`src/rtl/cpu_pkg.sv`:
```
// Shared CPU types: condition codes, NZCV bit positions, memory FSM state
// and the MEM/WB pipeline bundle.
package cpu_pkg;

  typedef enum logic [3:0] {
    EQ = 4'b0000,
    NE = 4'b0001,
    CS = 4'b0010,
    CC = 4'b0011,
    MI = 4'b0100,
    PL = 4'b0101,
    VS = 4'b0110,
    VC = 4'b0111,
    HI = 4'b1000,
    LS = 4'b1001,
    GE = 4'b1010,
    LT = 4'b1011,
    GT = 4'b1100,
    LE = 4'b1101,
    AL = 4'b1110,
    NV = 4'b1111
  } cond_t;

  localparam int unsigned FLAG_N = 3;
  localparam int unsigned FLAG_Z = 2;
  localparam int unsigned FLAG_C = 1;
  localparam int unsigned FLAG_V = 0;

  typedef enum logic {
    IDLE = 1'b0,
    BUSY = 1'b1
  } mem_state_t;

  typedef struct packed {
    logic        pcsrc;
    logic        regwrite;
    logic        memtoreg;
    logic        memerr;
    logic [31:0] readdata;
    logic [31:0] aluout;
    logic [31:0] pc;
    logic [3:0]  wa3;
  } mem_wb_t;

endpackage

```
`src/rtl/cond_check.sv`:
```
// ARM condition-code evaluation against the architectural NZCV flags.
module cond_check
  import cpu_pkg::*;
(
  input  logic [3:0] CondM,
  input  logic [3:0] Flags,
  output logic       CondExM
);

  logic n, z, c, v;

  assign n = Flags[FLAG_N];
  assign z = Flags[FLAG_Z];
  assign c = Flags[FLAG_C];
  assign v = Flags[FLAG_V];

  always_comb begin
    CondExM = 1'b0;
    unique case (cond_t'(CondM))
      EQ: CondExM = z;
      NE: CondExM = ~z;
      CS: CondExM = c;
      CC: CondExM = ~c;
      MI: CondExM = n;
      PL: CondExM = ~n;
      VS: CondExM = v;
      VC: CondExM = ~v;
      HI: CondExM = c & ~z;
      LS: CondExM = ~c | z;
      GE: CondExM = (n == v);
      LT: CondExM = (n != v);
      GT: CondExM = ~z & (n == v);
      LE: CondExM = z | (n != v);
      AL: CondExM = 1'b1;
      NV: CondExM = 1'b0;
    endcase
  end

endmodule

```
`src/rtl/mem_wb_stage.sv`:
```
// Memory access stage with bounded-wait data memory handshake
// and the MEM/WB segment plus architectural flags register.
module mem_wb_stage
  import cpu_pkg::*;
#(
  parameter int unsigned MAX_WAIT = 15
) (
  input  logic        clk,
  input  logic        rst,
  input  logic        PCSrcM,
  input  logic        RegWriteM,
  input  logic        MemtoRegM,
  input  logic        MemWriteM,
  input  logic        FlagsWriteM,
  input  logic [31:0] ALUOutM,
  input  logic [31:0] WriteDataM,
  input  logic [31:0] PCM,
  input  logic [3:0]  WA3M,
  input  logic [3:0]  CondM,
  input  logic [3:0]  ALUFlagsM,
  output logic        dmem_req,
  output logic        dmem_we,
  output logic [31:0] dmem_addr,
  output logic [31:0] dmem_wdata,
  input  logic [31:0] dmem_rdata,
  input  logic        dmem_ack,
  output logic        StallM,
  output logic [3:0]  Flags,
  output logic        CondExM,
  output logic        PCSrcW,
  output logic        RegWriteW,
  output logic        MemtoRegW,
  output logic        MemErrW,
  output logic [31:0] ReadDataW,
  output logic [31:0] ALUOutW,
  output logic [31:0] PCW,
  output logic [3:0]  WA3W
);

  localparam int unsigned CW = (MAX_WAIT > 1) ? $clog2(MAX_WAIT) : 1;

  mem_state_t    state_q, state_d;
  logic [CW-1:0] cnt_q, cnt_d;
  logic [3:0]    flags_q, flags_d;
  mem_wb_t       w_q, w_d;

  logic busy, ack, timeout, access, retire;

  cond_check u_cond (
    .CondM   (CondM),
    .Flags   (flags_q),
    .CondExM (CondExM)
  );

  assign busy    = (state_q == BUSY);
  assign ack     = busy & dmem_ack;
  assign timeout = busy & ~dmem_ack
                 & (cnt_q == CW'(MAX_WAIT - 1));
  assign access  = (MemtoRegM | MemWriteM) & CondExM;
  assign retire  = ~access | ack | timeout;

  assign StallM     = ~retire;
  assign dmem_req   = busy;
  assign dmem_we    = busy & MemWriteM;
  assign dmem_addr  = ALUOutM;
  assign dmem_wdata = WriteDataM;

  always_comb begin
    state_d = state_q;
    cnt_d   = cnt_q;
    unique case (state_q)
      IDLE: begin
        if (access) begin
          state_d = BUSY;
          cnt_d   = '0;
        end
      end
      BUSY: begin
        if (dmem_ack | timeout) begin
          state_d = IDLE;
          cnt_d   = '0;
        end else begin
          cnt_d = cnt_q + 1'b1;
        end
      end
    endcase
  end

  always_comb begin
    w_d     = w_q;
    flags_d = flags_q;
    if (retire) begin
      w_d.pcsrc    = PCSrcM & CondExM;
      w_d.regwrite = RegWriteM & CondExM & ~timeout;
      w_d.memtoreg = MemtoRegM;
      w_d.memerr   = timeout;
      w_d.readdata = ack ? dmem_rdata : 32'h0;
      w_d.aluout   = ALUOutM;
      w_d.pc       = PCM;
      w_d.wa3      = WA3M;
      if (FlagsWriteM & CondExM) flags_d = ALUFlagsM;
    end else begin
      // bubble: kill controls, leave data as-is
      w_d.pcsrc    = 1'b0;
      w_d.regwrite = 1'b0;
      w_d.memtoreg = 1'b0;
      w_d.memerr   = 1'b0;
    end
  end

  always_ff @(negedge clk or negedge rst) begin
    if (!rst) begin
      state_q <= IDLE;
      cnt_q   <= '0;
      flags_q <= 4'b0000;
      w_q     <= '0;
    end else begin
      state_q <= state_d;
      cnt_q   <= cnt_d;
      flags_q <= flags_d;
      w_q     <= w_d;
    end
  end

  assign Flags     = flags_q;
  assign PCSrcW    = w_q.pcsrc;
  assign RegWriteW = w_q.regwrite;
  assign MemtoRegW = w_q.memtoreg;
  assign MemErrW   = w_q.memerr;
  assign ReadDataW = w_q.readdata;
  assign ALUOutW   = w_q.aluout;
  assign PCW       = w_q.pc;
  assign WA3W      = w_q.wa3;

endmodule

```
`config.mk`:
```
export PLATFORM = sky130hd
export DESIGN_NAME = mem_wb_stage
export DESIGN_NICKNAME = d
export VERILOG_FILES = /design/src/rtl/cpu_pkg.sv /design/src/rtl/cond_check.sv /design/src/rtl/mem_wb_stage.sv
export SDC_FILE = /design/constraint.sdc
export NUM_CORES = 1
export LEC_CHECK = 0
export ABC_CLOCK_PERIOD_IN_PS = 2400
export BUFFER_PORTS_ARGS = -buffer_cell sky130_fd_sc_hd__buf_2
export CORE_AREA = 2 2 124 126
export DETAILED_ROUTE_END_ITERATION = 12
export DIE_AREA = 0 0 126 128
export GPL_ROUTABILITY_DRIVEN = 0
export HOLD_SLACK_MARGIN = 0.05
export PLACE_DENSITY = 0.67
export SLEW_MARGIN = 20
export SYNTH_ARGS = -nofsm -noshare
export SYNTH_HDL_FRONTEND = slang
export SYNTH_SLANG_ARGS = --single-unit
export TNS_END_PERCENT = 50
```
`constraint.sdc`:
```
create_clock -name clk -period 2.4 [get_ports clk]
set_clock_uncertainty 0.15 [all_clocks]
set_input_delay 0.48 -clock clk [delete_from_list [all_inputs] [get_ports clk]]
set_output_delay 0.48 -clock clk [all_outputs]
set_load 0.02 [all_outputs]
```
==> results of run 1 <==
[routing by layer]
layer	part of all wire	wire, um
met4	0.022	307
met3	0.069	958
met1	0.39	5440
met2	0.52	7190
met5	0	0
[cells in the mapped netlist (2+ instances only)]
| library cell | instances |
|---|---|
| a21oi_1 | 3 |
| nand2_1 | 7 |
| mux2i_1 | 3 |
| nor3_1 | 2 |
| o221ai_1 | 2 |
| xnor2_1 | 3 |
| buf_4 | 64 |
| dfrtn_1 | 113 |
| o21ai_0 | 3 |
| and2_1 | 3 |
| nand2b_1 | 3 |
| mux2_2 | 64 |
| and3b_1 | 3 |
| buf_6 | 3 |
| buf_2 | 12 |
| nand3_1 | 3 |
| and3_1 | 2 |
| nor3b_1 | 2 |
| ha_1 | 2 |
| mux2_4 | 9 |
| nor2_1 | 8 |
| a22o_1 | 32 |
| nor2b_1 | 4 |
| clkbuf_1 | 4 |
| inv_1 | 5 |
[logic make-up after synthesis]
| logic type | count (synthesis) | synth area share |
|---|---|---|
| AOI/OAI and AO/OA | 49 | 0.0810 |
| xor gates and xnor gates | 4 | 0.00695 |
| adders and majority gates | 2 | 0.00497 |
| buffers and inverters | 88 | 0.121 |
| DFF | 113 | 0.561 |
| muxes | 76 | 0.176 |
| and+or+nand+nor | 43 | 0.0494 |
[metrics by stage]
stage               hold slack (ns)  power, mW
floorplan                     0.280       5.13
global placement              0.288       6.20
detailed placement            0.289       6.30
CTS                           0.294       9.94
global route                  0.306       10.7
finish                        0.286       10.2
[flip-flops by register name, summed over array words and instances (netlist names)]
register and cells:
ALUOutW 32, Flags 4, MemErrW 1, MemtoRegW 1, PCSrcW 1, PCW 32, ReadDataW 32, RegWriteW 1
WA3W 4, cnt_q 4, dmem_req 1
[report_power, final]
group	total [mW]	leakage, nW	internal [mW]	switching, mW
Combinational	4.48	2.25	2.38	2.10
Sequential	2.96	1.39	2.56	0.393
Clock	2.77	0.316	1.92	0.853
[area by class of cell]
| cell class | count | area share |
|---|---|---|
| timing repair buffer | 319 | 0.306 |
| clock inverter | 10 | 0.0231 |
| multi-input combinational | 174 | 0.214 |
| sequential | 113 | 0.362 |
| clock buffer | 22 | 0.0608 |
| inverter | 5 | 0.00305 |
| tap | 188 | 0.0301 |
[timing repair]
action	CTS	global route
pin swaps	8	5
gates resized for setup	81	61
endpoints found under the setup margin	224	224
gates cloned	6	2
setup buffers	8	5
[final timing paths]
| kind | startpoint | endpoint | cells past startpoint |
|---|---|---|---|
| worst min register to register | ReadDataW[28]$_DFFE_NN0P_ | ReadDataW[28]$_DFFE_NN0P_ | 1 |
| min in group asynchronous | rst | ReadDataW[16]$_DFFE_NN0P_ | 1 |
| worst max-delay path | Flags[3]$_DFFE_NN0P_ | CondExM | 6 |
| max in group asynchronous | rst | Flags[2]$_DFFE_NN0P_ | 2 |
| worst max register to register | Flags[3]$_DFFE_NN0P_ | PCW[21]$_DFFE_NN0P_ | 11 |
| worst min-delay path | ReadDataW[28]$_DFFE_NN0P_ | ReadDataW[28]$_DFFE_NN0P_ | 1 |
==> qor.yml, run 1 <==
yosys:
  synth.avg_cell_area_um2: 13.4
  synth.top_cell.area_share: 0.561
  post-synth-top-area-cell: "dfrtn_1"
  yosysWarningCount: 0
  ys_top_cells_by_area: "dfrtn_1, mux2_2, buf_4"
  synth_edf_count: 0
  syn_area_mm2: 0.00504
  synth-seq-cells: 113
  synth_nets: 525
  synthArstFlopShare: 1.00
  yosysSeqAreaShare: 0.561
  yosysUniqueCellTypes: 41
  synth_top_flop_cell: "dfrtn_1"
  syn_inst: 375
timing:
  worst_pin_slew_ns: 0.408
  setup_tns_ns: -163.95
  slew_viol_final: 0
  setup_violations: 224
  worst_slack_ns: -1.52
  finalHoldViolCount: 0
  slew_headroom: 0.728
  rsz0062_at_grt: "yes"
routing:
  wl_per_cell_um: 16.7
  via_per_inst: 4.68
  drcViolationCount: 0
  dr.pass1.iters: 4
  first_iter_violations: 126
  postRouteAntennaNets: 0
  vias: 3886
  routed_wirelength_um: 13900
power_and_ir_drop:
  p_per_area_mw_per_mm2: 1310
  power_leakage_nw: 3.95
  peakVddDrop_mv: 0.581
clocking:
  cts_tree: "built"
  hold_buffers: 0
  htreeDepth: 4
  cts_buffer_depth: 2
  clk_latency_ns: 0.38
  root_buffer: "clkbuf_16"
  numCtsBuffers: 17
  clock-sinks: 113
  clkTransAtPathRegs_ns: 0.04
setup_path:
  end_kind: "output port"
  r2r_slack_ns: -0.30
  cp_cell_sequence: "mux2_4 > a21oi_2 > o211a_1 > o2111ai_4 > and3_4 > buf_6"
  worstPathMaxFanout: 5
  start_kind: "flop"
  cp.required_ns: 1.77
  cpLargestDelayFamily: "flip-flops"
  critPathSlowestCell: "dfrtn_1"
  path_class: "flop to output port"
  arrival_ns: 3.29
  max_stage_delay_ns: 0.56
  crit_buf_inv: 1
global_route:
  grtUsageTotal: 0.170
  antenna_found_initial: 0
  grt_util_met2: 0.289
  met1_usage: 0.198
  grt_pass1_vias: 4129
  grt_pass1_wl_um: 21300
  grt_max_degree: 50
  use_met3: 0.0509
  busiest_layer: "met2"
  overflow: 0
final_layout:
  drive_gt1_frac: 0.683
  multi_input_area_mm2: 0.00167
  final_util: 0.525
  syn_to_final_growth_pct: 54.9
  final_nets: 780
  final_cell_mix: "buf_2, dfrtn_1, mux2_2"
  seqCellArea_mm2: 0.00283
  final_area_mm2: 0.00780
  final_common_cell: "buf_2"
  stdcell_count: 831
  fillCellCount: 1252
  n_antenna_cell: 0
floorplan:
  start_util: 0.339
  rows: 45
  die_h_um: 128
  io_pins: 324
  core_mm2: 0.0149
  fp.dieW_um: 126
  die_area_mm2: 0.0161
placed_design:
  placedCellCount: 779
  postPlaceCellArea_mm2: 0.00635
  post-place-ws_ns: -1.35
  dpl.hpwl_um: 9500
  portBuffers: 259
outcome:
  violations: "setup timing"
  outcome: "finished with violations"
job:
  cap_violations: 0
min_path:
  hp-class: "flop to flop"
(Power assumes the default switching activity.)
==> inputs of run 2 (changes only) <==
- SETUP_SLACK_MARGIN: not set -> 0.15
==> qor.yml, run 2 (synthesis gave the netlist of run 1 again) <==
setup_path:
  worstPathMaxFanout: 5
  max_stage_delay_ns: 0.53
  cp_cell_sequence: "xnor2_2 > mux2i_2 > o2111ai_2 > and3b_2 > nand2_4 > buf_6 > inv_6 > buf_6"
  reg2reg_to: "ALUOutW[2]$_DFFE_NN0P_"
  start_kind: "flop"
  crit_top_cell: "buf_6"
  end_kind: "output port"
  r2r_cells: 17
  r2r_slack_ns: -0.68
  critPathSlowestCell: "dfrtn_1"
  path_class: "flop to output port"
  cp.required_ns: 1.77
  arrival_ns: 3.34
  r2r-start: "cnt_q[0]$_DFFE_NN0P_"
routing:
  routed_wirelength_um: 15400
  wl_per_cell_um: 18.0
  postRouteAntennaNets: 0
  via_per_inst: 4.61
  top_layer: "met4"
  vias: 3940
  wl_met1_um: 6100
  dr.pass1.iters: 4
  wl_met2_um: 7830
  wl_met3_um: 1260
  drcViolationCount: 0
  first_iter_violations: 78
clocking:
  clock-sinks: 113
  htreeDepth: 4
  cts_tree: "built"
  hold_buffers: 0
  cts_buffer_depth: 2
  root_buffer: "clkbuf_16"
  clk_latency_ns: 0.38
  numCtsBuffers: 17
  clkTransAtPathRegs_ns: 0.04
floorplan:
  io_pins: 324
  die_h_um: 128
  start_util: 0.339
  fp.dieW_um: 126
  core_mm2: 0.0149
  die_area_mm2: 0.0161
  rows: 45
timing:
  slew_viol_final: 0
  slew_headroom: 0.764
  worst_slack_ns: -1.57
  setup_violations: 224
  whs_ns: 0.292
  finalHoldViolCount: 0
  worst_pin_slew_ns: 0.353
  rsz0062_at_grt: "yes"
placed_design:
  dpl.hpwl_um: 10300
  postPlaceCellArea_mm2: 0.00642
  portBuffers: 259
  post-place-ws_ns: -1.39
min_path:
  hp-start: "ReadDataW[21]$_DFFE_NN0P_"
  hp-class: "flop to flop"
  min_to: "ReadDataW[21]$_DFFE_NN0P_"
  hold_path_depth: 1
global_route:
  grt_pass1_wl_um: 22100
  antenna_found_initial: 0
  grt_max_degree: 46
  grtUsageTotal: 0.180
  grt_pass1_vias: 4059
  overflow: 0
job:
  cap_violations: 0
power_and_ir_drop:
  p_total_mw: 10.7
  p_per_area_mw_per_mm2: 1310
  power_leakage_nw: 4.34
  peakVddDrop_mv: 0.593
final_layout:
  final_nets: 803
  final_common_cell: "buf_2"
  drive_gt1_frac: 0.712
  syn_to_final_growth_pct: 62.7
  final_cell_mix: "buf_2, dfrtn_1, mux2_4"
  fillCellCount: 1243
  final_area_mm2: 0.00820
  n_antenna_cell: 0
outcome:
  violations: "setup timing"
  outcome: "finished with violations"
-- run 2: cell types whose count changed in the layout (fill, tap and decap cells not counted), sizes merged --
| cell | change |
|---|---|
| buf | +25 |
| clkbuf | -5 |
| inv | +5 |
| bufinv | -2 |
| bufbuf | -1 |
| clkinv | +1 |
-- run 2: critical path, delay by kind of cell (launching register included) --
family          cells  cell delay [ns]
simple gates        2             0.35
mux                 1             0.31
xor+xnor            1             0.16
flops               1             0.53
buf+inv             3             0.26
compound gates      1             0.15
-- run 2: worst max-delay path by stage --
stage	start	endpoint
6_report	Flags[3]$_DFFE_NN0P_	StallM
3_5_place_dp	CondM[1]	PCW[18]$_DFFE_NN0P_
5_1_grt	Flags[3]$_DFFE_NN0P_	StallM
3_3_place_gp	cnt_q[0]$_DFFE_NN0P_	StallM
4_1_cts	Flags[3]$_DFFE_NN0P_	StallM
2_1_floorplan	dmem_req$_DFF_NN0_	StallM
-- run 2: repair_timing --
| item | 4_1_cts | 5_1_grt |
|---|---|---|
| setup buffers | 20 | 7 |
| resized for setup | 75 | 77 |
| hold endpoints to repair | 0 | 0 |
| cloned | 12 | 1 |
| pin swaps | 7 | 21 |
| setup endpoints to repair | 224 | 224 |
-- run 2: power by group --
part           internal (mW)  total [mW]  switching (mW)
Clock                   1.67        2.60           0.930
Sequential              2.56        2.94           0.374
Combinational           2.84        5.18            2.34
-- run 2: area by class of cell --
| class | count | area [um^2] | share of cell area |
|---|---|---|---|
| sequential | 113 | 2830 | 0.345 |
| tap | 188 | 235 | 0.0287 |
| clock inverter | 14 | 176 | 0.0215 |
| clock buffer | 18 | 439 | 0.0536 |
| timing repair buffer | 342 | 2550 | 0.311 |
| multi-input combinational | 174 | 1940 | 0.237 |
| inverter | 5 | 26.3 | 0.00321 |
-- run 2: per-stage QoR --
| step | util | cells | setup TNS, ns |
|---|---|---|---|
| finish | 0.551 | 854 | -188.99 |
| global route | 0.551 | 854 | -199.65 |
| CTS | 0.525 | 846 | -185.97 |
| detailed placement | 0.432 | 782 | -149.42 |
| global placement | 0.432 | 782 | -137.47 |
| floorplan | - | 375 | -115.95 |
-- run 2: metal layers --
layer / up-vias / global-route usage
met4: 0 / 0.0601
li1: 1818 / -
met2: 216 / 0.309
met3: 16 / 0.0618
met1: 1890 / 0.212
met5: - / 0
